File: src/rtl/cellrv32_io_arbiter_pkg.sv
// rtl/cellrv32_io_arbiter_pkg.sv - shared types and constants for the IO bus arbiter
package cellrv32_package;

    localparam logic io_host_a_c = 1'b0;
    localparam logic io_host_b_c = 1'b1;

    localparam logic [31:0] sysinfo_base_c = 32'hFFFF_FFE0;

    typedef struct packed {
        logic [31:0] addr;
        logic [31:0] data;
        logic [3:0]  ben;
        logic        rw;
    } io_req_t;

    typedef enum logic [1:0] {
        IDLE,
        ISSUE,
        WAIT
    } io_arb_state_t;

    // Counter width: clog2 of the window, kept within 8..32 bits.
    function automatic int tmo_width(input int cycles);
        int w;
        w = $clog2(cycles);
        if (w < 8) begin
            w = 8;
        end
        if (w > 32) begin
            w = 32;
        end
        return w;
    endfunction

endpackage

File: src/rtl/cellrv32_io_arbiter_slot.sv
// rtl/cellrv32_io_arbiter_slot.sv - one-entry host request buffer with illegal-strobe flag
module cellrv32_io_arbiter_slot
    import cellrv32_package::*;
(
    input  logic        clk,
    input  logic        rst,
    input  logic [31:0] addr,
    input  logic        rden,
    input  logic        wren,
    input  logic [3:0]  ben,
    input  logic [31:0] data,
    input  logic        clr,
    output logic        valid,
    output io_req_t     req,
    output logic        ill
);

    // A strobe into a full slot is dropped silently; clr only ever hits a full slot.
    always_ff @(posedge clk) begin
        if (rst) begin
            valid <= 1'b0;
            req   <= '0;
            ill   <= 1'b0;
        end else begin
            ill <= rden & wren;
            if (!valid && (rden ^ wren)) begin
                valid    <= 1'b1;
                req.addr <= addr;
                req.data <= data;
                req.ben  <= ben;
                req.rw   <= wren;
            end else if (clr) begin
                valid <= 1'b0;
            end
        end
    end

endmodule

File: src/rtl/cellrv32_io_arbiter.sv
// rtl/cellrv32_io_arbiter.sv - two-host arbiter for the processor-internal IO device bus
module cellrv32_io_arbiter
    import cellrv32_package::*;
#(
    parameter int   PRIO_MODE  = 0,
    parameter logic TMO_EN     = 1'b1,
    parameter int   TMO_CYCLES = 255
) (
    input  logic        clk_i,
    input  logic        rst_i,
    input  logic [31:0] a_addr_i,
    input  logic        a_rden_i,
    input  logic        a_wren_i,
    input  logic [3:0]  a_ben_i,
    input  logic [31:0] a_data_i,
    output logic [31:0] a_data_o,
    output logic        a_ack_o,
    output logic        a_err_o,
    input  logic [31:0] b_addr_i,
    input  logic        b_rden_i,
    input  logic        b_wren_i,
    input  logic [3:0]  b_ben_i,
    input  logic [31:0] b_data_i,
    output logic [31:0] b_data_o,
    output logic        b_ack_o,
    output logic        b_err_o,
    output logic [31:0] d_addr_o,
    output logic        d_rden_o,
    output logic        d_wren_o,
    output logic [3:0]  d_ben_o,
    output logic [31:0] d_data_o,
    input  logic [31:0] d_data_i,
    input  logic        d_ack_i,
    input  logic        d_err_i
);

    localparam int            CW       = tmo_width(TMO_CYCLES);
    localparam logic [CW-1:0] TMO_LAST = CW'(TMO_CYCLES - 1);

    io_arb_state_t state, state_nxt;
    logic          owner, owner_nxt, rr_ptr;
    io_req_t       cur, a_req, b_req;
    logic          a_valid, b_valid, a_ill, b_ill;
    logic [CW-1:0] cnt;
    logic          tmo, rsp_ack, rsp_err;
    logic [31:0]   rsp_data;

    cellrv32_io_arbiter_slot slot_a (
        .clk(clk_i), .rst(rst_i),
        .addr(a_addr_i), .rden(a_rden_i), .wren(a_wren_i), .ben(a_ben_i), .data(a_data_i),
        .clr(state == ISSUE && owner == io_host_a_c),
        .valid(a_valid), .req(a_req), .ill(a_ill)
    );

    cellrv32_io_arbiter_slot slot_b (
        .clk(clk_i), .rst(rst_i),
        .addr(b_addr_i), .rden(b_rden_i), .wren(b_wren_i), .ben(b_ben_i), .data(b_data_i),
        .clr(state == ISSUE && owner == io_host_b_c),
        .valid(b_valid), .req(b_req), .ill(b_ill)
    );

    // An ack in the last window cycle still wins over the timeout.
    assign tmo = TMO_EN && (state == WAIT) && (cnt == TMO_LAST) && !d_ack_i;

    always_comb begin
        state_nxt = state;
        owner_nxt = owner;
        case (state)
            IDLE: begin
                if (a_valid || b_valid) begin
                    if (a_valid && b_valid) begin
                        owner_nxt = (PRIO_MODE == 1) ? rr_ptr : io_host_a_c;
                    end else begin
                        owner_nxt = b_valid ? io_host_b_c : io_host_a_c;
                    end
                    state_nxt = ISSUE;
                end
            end
            ISSUE:   state_nxt = WAIT;
            WAIT:    if (d_ack_i || d_err_i || tmo) state_nxt = IDLE;
            default: state_nxt = IDLE;
        endcase
    end

    // cnt reads 0 in the ISSUE cycle, so the window is measured from the device strobe.
    always_ff @(posedge clk_i) begin
        if (rst_i) begin
            state  <= IDLE;
            owner  <= io_host_a_c;
            rr_ptr <= io_host_a_c;
            cur    <= '0;
            cnt    <= '0;
        end else begin
            state <= state_nxt;
            owner <= owner_nxt;
            if (state == IDLE && state_nxt == ISSUE) begin
                cur <= (owner_nxt == io_host_b_c) ? b_req : a_req;
            end
            if (state == ISSUE) begin
                rr_ptr <= ~owner;
            end
            if (state == ISSUE || state == WAIT) begin
                if (cnt != '1) cnt <= cnt + 1'b1;
            end else begin
                cnt <= '0;
            end
        end
    end

    always_comb begin
        d_rden_o = (state == ISSUE) && !cur.rw;
        d_wren_o = (state == ISSUE) && cur.rw;
        d_addr_o = cur.addr;
        d_data_o = cur.data;
        d_ben_o  = cur.ben;
        rsp_ack  = (state == WAIT) && d_ack_i;
        rsp_err  = (state == WAIT) && (d_err_i || tmo);
        rsp_data = (rsp_ack && !cur.rw) ? d_data_i : 32'h0;
        a_ack_o  = rsp_ack && (owner == io_host_a_c);
        a_err_o  = a_ill || (rsp_err && (owner == io_host_a_c));
        a_data_o = (owner == io_host_a_c) ? rsp_data : 32'h0;
        b_ack_o  = rsp_ack && (owner == io_host_b_c);
        b_err_o  = b_ill || (rsp_err && (owner == io_host_b_c));
        b_data_o = (owner == io_host_b_c) ? rsp_data : 32'h0;
    end

endmodule
File: config.mk
export PLATFORM = sky130hd
export DESIGN_NAME = cellrv32_io_arbiter
export DESIGN_NICKNAME = d
export VERILOG_FILES = /design/src/rtl/cellrv32_io_arbiter_pkg.sv /design/src/rtl/cellrv32_io_arbiter_slot.sv /design/src/rtl/cellrv32_io_arbiter.sv
export SDC_FILE = /design/constraint.sdc
export NUM_CORES = 1
export LEC_CHECK = 0
export BUFFER_PORTS_ARGS = -buffer_cell sky130_fd_sc_hd__buf_2
export CORE_MARGIN = 10
export CORE_UTILIZATION = 47
export CTS_CLUSTER_DIAMETER = 80
export CTS_CLUSTER_SIZE = 16
export DETAILED_ROUTE_END_ITERATION = 7
export PLACE_DENSITY = 0.77
export SETUP_SLACK_MARGIN = 0.15
export SYNTH_ARGS = -nofsm -noshare
export SYNTH_HDL_FRONTEND = slang
export SYNTH_SLANG_ARGS = --single-unit
File: constraint.sdc
create_clock -name clk_i -period 1.95 [get_ports clk_i]
set_input_delay 0.0975 -clock clk_i [delete_from_list [all_inputs] [get_ports clk_i]]
set_output_delay 0.0975 -clock clk_i [all_outputs]
set_load 0.005 [all_outputs]
# Yosys cells after proc, flatten, opt, wreduce, memory -nomap -nowiden
# Cells that the tools add are included.
[word_totals] wordCells=78 regBits=222 out_inout_bits=138
[op_classes] n_eq_ne=5 mux=15 addsub=1 reduce_logical=32 bitwise=6
[ops] op="$mux 32" n=3
[ops] op="$mux 69" n=1
[ops] op="$logic_and 1x1->1" n=17
[ops] op="$add 8x1->8 const B" n=1
[ops] op="$eq 8x8->1 const B" n=1
[ops] op="$mux 1" n=8
[ops] op="$ne 8x8->1 const B" n=1
[ops] op="$logic_or 1x1->1" n=7
[ops] op="$pmux 2 s3" n=1
[ops] op="$eq 2x1->1 const B" n=2
[ops] op="$logic_not 1->1" n=4
[ops] op="$mux 2" n=2
[ops] op="$reduce_bool 2->1" n=2
[ops] op="$and 1x1->1" n=2
[ops] op="$eq 2x2->1 const B" n=1
[ops] op="$logic_not 2->1" n=1
[ops] op="$not 1->1" n=2
[ops] op="$reduce_or 2->1" n=1
[ops] op="$xor 1x1->1" n=2

# Longest topological paths before layout
[depth] word_depth=8 ltp_mapped=9 ltp_nobuf=6

# Modules after synthesis
# A second synthesis with hierarchy kept.
[hier_totals] cells_unflattened=1327 area_unflattened_um2=11964.0
[by_module_without_submodules] mod="cellrv32_io_arbiter_slot" seq_area_each_um2=1421.4 n_inst=2 area_each_um2=3214.3 cells_per_inst=319
[by_module_without_submodules] mod="cellrv32_io_arbiter" seq_area_each_um2=1601.5 n_inst=1 area_each_um2=5535.3 cells_per_inst=689

# Worst setup path after synthesis
# No wires, ideal clock.
[synth_timing] path_type="register to register" start="register state[0]" end="register cur, in the netlist d_addr_o[27]" required_ps=1829 path_slack_ps=-10 setup_ps=121 arrival_ps=1838 path_stages_with_launch=10 period_less_slack_ps=1960 n_path_buf=3 cell_sequence="dfxtp_1 -> inv_1 -> ha_1 -> a21o_1 -> clkbuf_1 -> buf_2 -> buf_2 -> nand3_1 -> a21oi_1 -> mux2_4"
[synth_via] elab_chain_len=8 word_cells_on_any_way=13
[synth_rtl] item="start, declared" line_no="cellrv32_io_arbiter.sv:40" text="io_arb_state_t state, state_nxt;"
[synth_rtl] item="start signal, assigned" line_no="cellrv32_io_arbiter.sv:94" text="state <= state_nxt;"
[synth_rtl] item="$eq 2x2->1" line_no="cellrv32_io_arbiter.sv:63, cellrv32_io_arbiter.sv:68"
[synth_rtl] item="$logic_and 1x1->1 (2 in series)" line_no="cellrv32_io_arbiter.sv:63" text="assign tmo = TMO_EN && (state == WAIT) && (cnt == TMO_LAST) && !d_ack_i;"
[synth_rtl] item="$logic_or 1x1->1" line_no="cellrv32_io_arbiter.sv:80" text="WAIT: if (d_ack_i || d_err_i || tmo) state_nxt = IDLE;"
[synth_rtl] item="$mux 2" line_no="cellrv32_io_arbiter.sv:80"
[synth_rtl] item="$pmux 2 s3" line_no="cellrv32_io_arbiter.sv:68" text="case (state)"
[synth_rtl] item="$eq 2x1->1" line_no="cellrv32_io_arbiter.sv:96" text="if (state == IDLE && state_nxt == ISSUE) begin"
[synth_rtl] item="$logic_and 1x1->1" line_no="cellrv32_io_arbiter.sv:96"
[synth_rtl] item="end signal, assigned" line_no="cellrv32_io_arbiter.sv:97" text="cur <= (owner_nxt == io_host_b_c) ? b_req : a_req;"
[synth_rtl] item="end, declared" line_no="cellrv32_io_arbiter.sv:42" text="io_req_t cur, a_req, b_req;"
# Parallel ways exist; a longest one is shown, timed or not.
# A chain may end at the register's enable or synchronous reset.

# Worst setup path after layout
[layout_timing] start="register cnt[0]" end="register cur, in the netlist d_data_o[18]"
[layout_via] elab_chain_len=8
[layout_rtl] item="start, declared" line_no="cellrv32_io_arbiter.sv:44" text="logic [CW-1:0] cnt;"
[layout_rtl] item="start signal, assigned" line_no="cellrv32_io_arbiter.sv:103" text="if (cnt != '1) cnt <= cnt + 1'b1;"
[layout_rtl] item="$eq 8x8->1" line_no="cellrv32_io_arbiter.sv:63"
[layout_rtl] item="$logic_and 1x1->1 (2 in series)" line_no="cellrv32_io_arbiter.sv:63"
[layout_rtl] item="$logic_or 1x1->1" line_no="cellrv32_io_arbiter.sv:80"
[layout_rtl] item="$mux 2" line_no="cellrv32_io_arbiter.sv:80"
[layout_rtl] item="$pmux 2 s3" line_no="cellrv32_io_arbiter.sv:68"
[layout_rtl] item="$eq 2x1->1" line_no="cellrv32_io_arbiter.sv:96"
[layout_rtl] item="$logic_and 1x1->1" line_no="cellrv32_io_arbiter.sv:96"
# No other way between the ends.

==> summary.md <==
| Metric | Value |
|---|---|
| Number of placement rows | `54` |
| Reg2reg start | `cnt[0]` |
| CTS tree | `done` |
| Prevailing post-synth register cell | `dfxtp_1` |
| Maximum net fanout on the critical path | `35` |
| CTS buffer count | `17` |
| Syn nets | `1489` |
| Logic depth of the worst register-to-register path | `7` |
| Library cells used by synthesis | `36` |
| Final instance area | `14020 µm²` |
| Type of origin of the critical path | `flop` |
| Area enclosed by the die boundary | `28390 µm²` |
| Share of synthesized flip-flops with an asynchronous set or reset | `0` |
| Final weighted congestion in routability-driven placement | `0.8453` |
| Worst slew pin tran | `0.4755 ns` |
| Highest ir drop seen on vdd | `0.0005659 V` |
| Post-DP HPWL | `21.85 mm` |
| Launching element of the worst setup path | `cnt[0]` |
| Final Routed Wirelength | `36.69 mm` |
| Overall via count from detail_route | `10510` |
| Worst-case register-to-register setup slack | `-0.05 ns` |
| Synthesis-to-layout area growth | `35.25%` |
| Sequential cell fraction of total power | `0.455` |
| Number of levels the H-tree was split into | `1` |
| Logic pwr share | `0.265` |
| Count of nets left with antenna violations after detail routing | `0` |
| First-pass GRT wire length | `56.57 mm` |
| DRC Markers | `0` |
| Classification of the worst-slack hold path | `input port to flop` |
| Final standard cell count with taps included and fillers excluded | `1930` |
| Min setup slack post-route | `-0.05457 ns` |
| Die span in x | `168.5 µm` |
| Unrepaired setup endpoints after global routing | `yes` |
| Detail-routed via count per cell | `5.447` |
| Switching Power | `3464 µW` |
| Kind of critical path | `flop to flop` |
| Total routing resource utilization after global routing | `0.2395` |
| Buffers added on ports | `313` |
| Synth Area per Inst | `7.942 µm²` |
| Wirelength per Cell | `19.01 µm` |
| Initial Utilization | `0.4764` |
| Placeable core region | `21760 µm²` |
| Sort of element at the end of the critical path | `flop` |
| Die Y | `168.5 µm` |
| Part of the Yosys area used for sequential elements | `0.4288` |
| Number of enable flip-flop cells after synthesis | `0` |
| Most frequent standard cell in the layout excluding fill and tap cells | `buf_2` |
| Worst endpoint required time | `2.31 ns` |
| Highest Clock Rate | `498.9 MHz` |
| Placed insts | `1754` |
| Setup Viol. Count Final | `89` |
| Max-cap violations | `0` |
| Max-slew violation count | `0` |
| Largest net degree at the start of global routing | `70` |
| Total congestion overflow after global routing | `0` |
| Syn Inst Count | `1305` |
| Internal cell power | `7779 µW` |
| Period minus WS final | `2.005 ns` |
| Antenna violations before repair | `7` |
| Final Hold Fails | `0` |
| Relative slew margins | `0.6830` |
| Last element of the critical path | `d_data_o[18]` |
| Clock Root Buffer | `clkbuf_16` |
| # IOs | `314` |
| FILL cells | `1718` |
| Lkg Pwr | `0.006107 µW` |
| Signal arrival time at the worst endpoint | `2.36 ns` |
| FF+latch area | `4454 µm²` |
| Commonest cells after routing, fill and taps aside | `buf_2 (291), nand2_1 (280), dfxtp_1 (218)` |
| Violated checks | `setup timing` |
| End of the worst register-to-register path | `d_data_o[18]` |
| PD cells | `802.0 nW/µm²` |
| Switching Share | `0.3081` |
| Layout cells sized above 1 | `0.2986` |
| Share of the clock period used by the worst path after layout | `1.028` |
| Clock Sinks | `222` |
| Cell Area, Placed | `11800 µm²` |
| Final Skew | `0.01234 ns` |
| Clock network fraction of design power | `0.279` |
| 1st-pass router iterations | `6` |
| Cell area after technology mapping | `10360 µm²` |
| Worst-path clk slew | `0.07 ns` |
| Flip-flop and latch count after synthesis | `222` |
| # nets final | `1826` |
| Number of global-route vias before repair | `10520` |
| Area taken by multi-input logic gates | `5124 µm²` |
| Clock latency at the later pin of the worst-skew pair | `0.48 ns` |
| Outcome | `finished with violations` |
| Drt first-iter violations | `828` |
| Clock buffer depth | `3` |
| Synth Warn # | `0` |
## worst max-delay path, cell delays in order (launching register included)
cell,delay (ns)
dfxtp_2,0.34
inv_2,0.04
ha_4,0.14
nand4_1,0.17
o211ai_2,0.17
o31ai_4,0.35
buf_12,0.28
mux2_2,0.38
## through the flow
stage          worst slack (ns)  total power, µW  hold WS [ns]    util  setup TNS, ns
3_3_place_gp            0.05006             7805        0.3397  0.5424              0
2_1_floorplan            0.1266             6949        0.2335       -              0
3_5_place_dp            0.01214             7854        0.3434  0.5424              0
6_report               -0.05457            11240       0.06579  0.6444         -1.834
4_1_cts                -0.03090            11240       0.04639  0.6375        -0.5781
5_1_grt                 -0.1384            11710       0.07437  0.6441         -9.871
## state kept, by name (all words and copies together) (netlist names)
| signal | flops |
|---|---|
| slot_b.ill | 1 |
| d_ben_o | 4 |
| cur | 1 |
| d_data_o | 32 |
| slot_a.valid | 1 |
| slot_b.req | 69 |
| state | 2 |
| slot_a.ill | 1 |
| owner | 1 |
| cnt | 8 |
| slot_a.req | 69 |
| d_addr_o | 32 |
| slot_b.valid | 1 |
## layout make-up
type / instances / share of cell area
Antenna cell: 9 / 0.001607
Clock buffer: 18 / 0.03133
Inverter: 7 / 0.002053
Multi-Input combinational cell: 900 / 0.3655
Sequential cell: 222 / 0.3177
Tap cell: 280 / 0.02499
Timing Repair Buffer: 494 / 0.2568
## repair_timing
| item | in CTS | in global routing |
|---|---|---|
| hold buffers | 140 | 0 |
| hold endpoints to repair | 140 | 0 |
| cloned | 3 | 0 |
| pin swaps | 17 | 6 |
| gates resized for setup | 44 | 26 |
| endpoints found under the setup margin | 135 | 135 |
| buffers inserted | 5 | 1 |
## cells in the mapped netlist, types with 5 or more instances
cell / instances / share of area
buf_4: 68 / 0.049
mux2_2: 59 / 0.064
a21oi_1: 214 / 0.10
dfxtp_1: 222 / 0.43
buf_1: 9 / 0.0033
clkbuf_1: 84 / 0.030
mux2_4: 10 / 0.014
nor2b_1: 73 / 0.044
buf_2: 13 / 0.0063
nand3_1: 74 / 0.036
inv_1: 6 / 0.0022
nand2_1: 282 / 0.10
and2_1: 66 / 0.040
nand2b_1: 5 / 0.0030
ha_1: 8 / 0.0097
nor3_1: 6 / 0.0029
nor2_1: 8 / 0.0029
o21ai_0: 71 / 0.034
## power groups by stage
| stage | clock, µW | combinational, µW | sequential (µW) |
|---|---|---|---|
| 2_1_floorplan | 0 | 1800 | 5150 |
| 3_3_place_gp | 0 | 2600 | 5210 |
| 3_5_place_dp | 0 | 2640 | 5210 |
| 4_1_cts | 3200 | 2920 | 5110 |
| 5_1_grt | 3340 | 3210 | 5160 |
| 6_report | 3140 | 2980 | 5120 |
## how the worst min path moves through the flow
stage / start / end / slack, ns / cells past startpoint
2_1_floorplan: a_wren_i / slot_a.req[0] / 0.23 / 2
3_3_place_gp: a_addr_i[23] / slot_a.req[60] / 0.34 / 3
3_5_place_dp: b_addr_i[30] / slot_b.req[67] / 0.34 / 3
4_1_cts: rst_i / slot_b.valid / 0.05 / 2
5_1_grt: rst_i / slot_a.valid / 0.07 / 2
6_report: rst_i / slot_b.req[19] / 0.07 / 2
## per-layer routing
metal / wire (µm) / up-vias / track usage
met3: 3088 / 134 / 0.05558
li1: - / 4915 / -
met1: 13420 / 4861 / 0.2642
met2: 18250 / 602 / 0.4138
met5: 0 / - / 0
met4: 1937 / 0 / 0.1393
## logic make-up (layout without fill, tap and decap cells)
kind of cell	after synthesis	after routing	share of synthesized area
muxes	70	70	0.07955
AOI/OAI and AO/OA	296	296	0.1474
xor gates and xnor gates	4	4	0.003381
buffers and inverters	183	519	0.09391
adders and majority gates	8	8	0.009658
other	0	9	0
DFF	222	222	0.4288
and+or+nand+nor	522	522	0.2373
(Power assumes the default switching activity.)
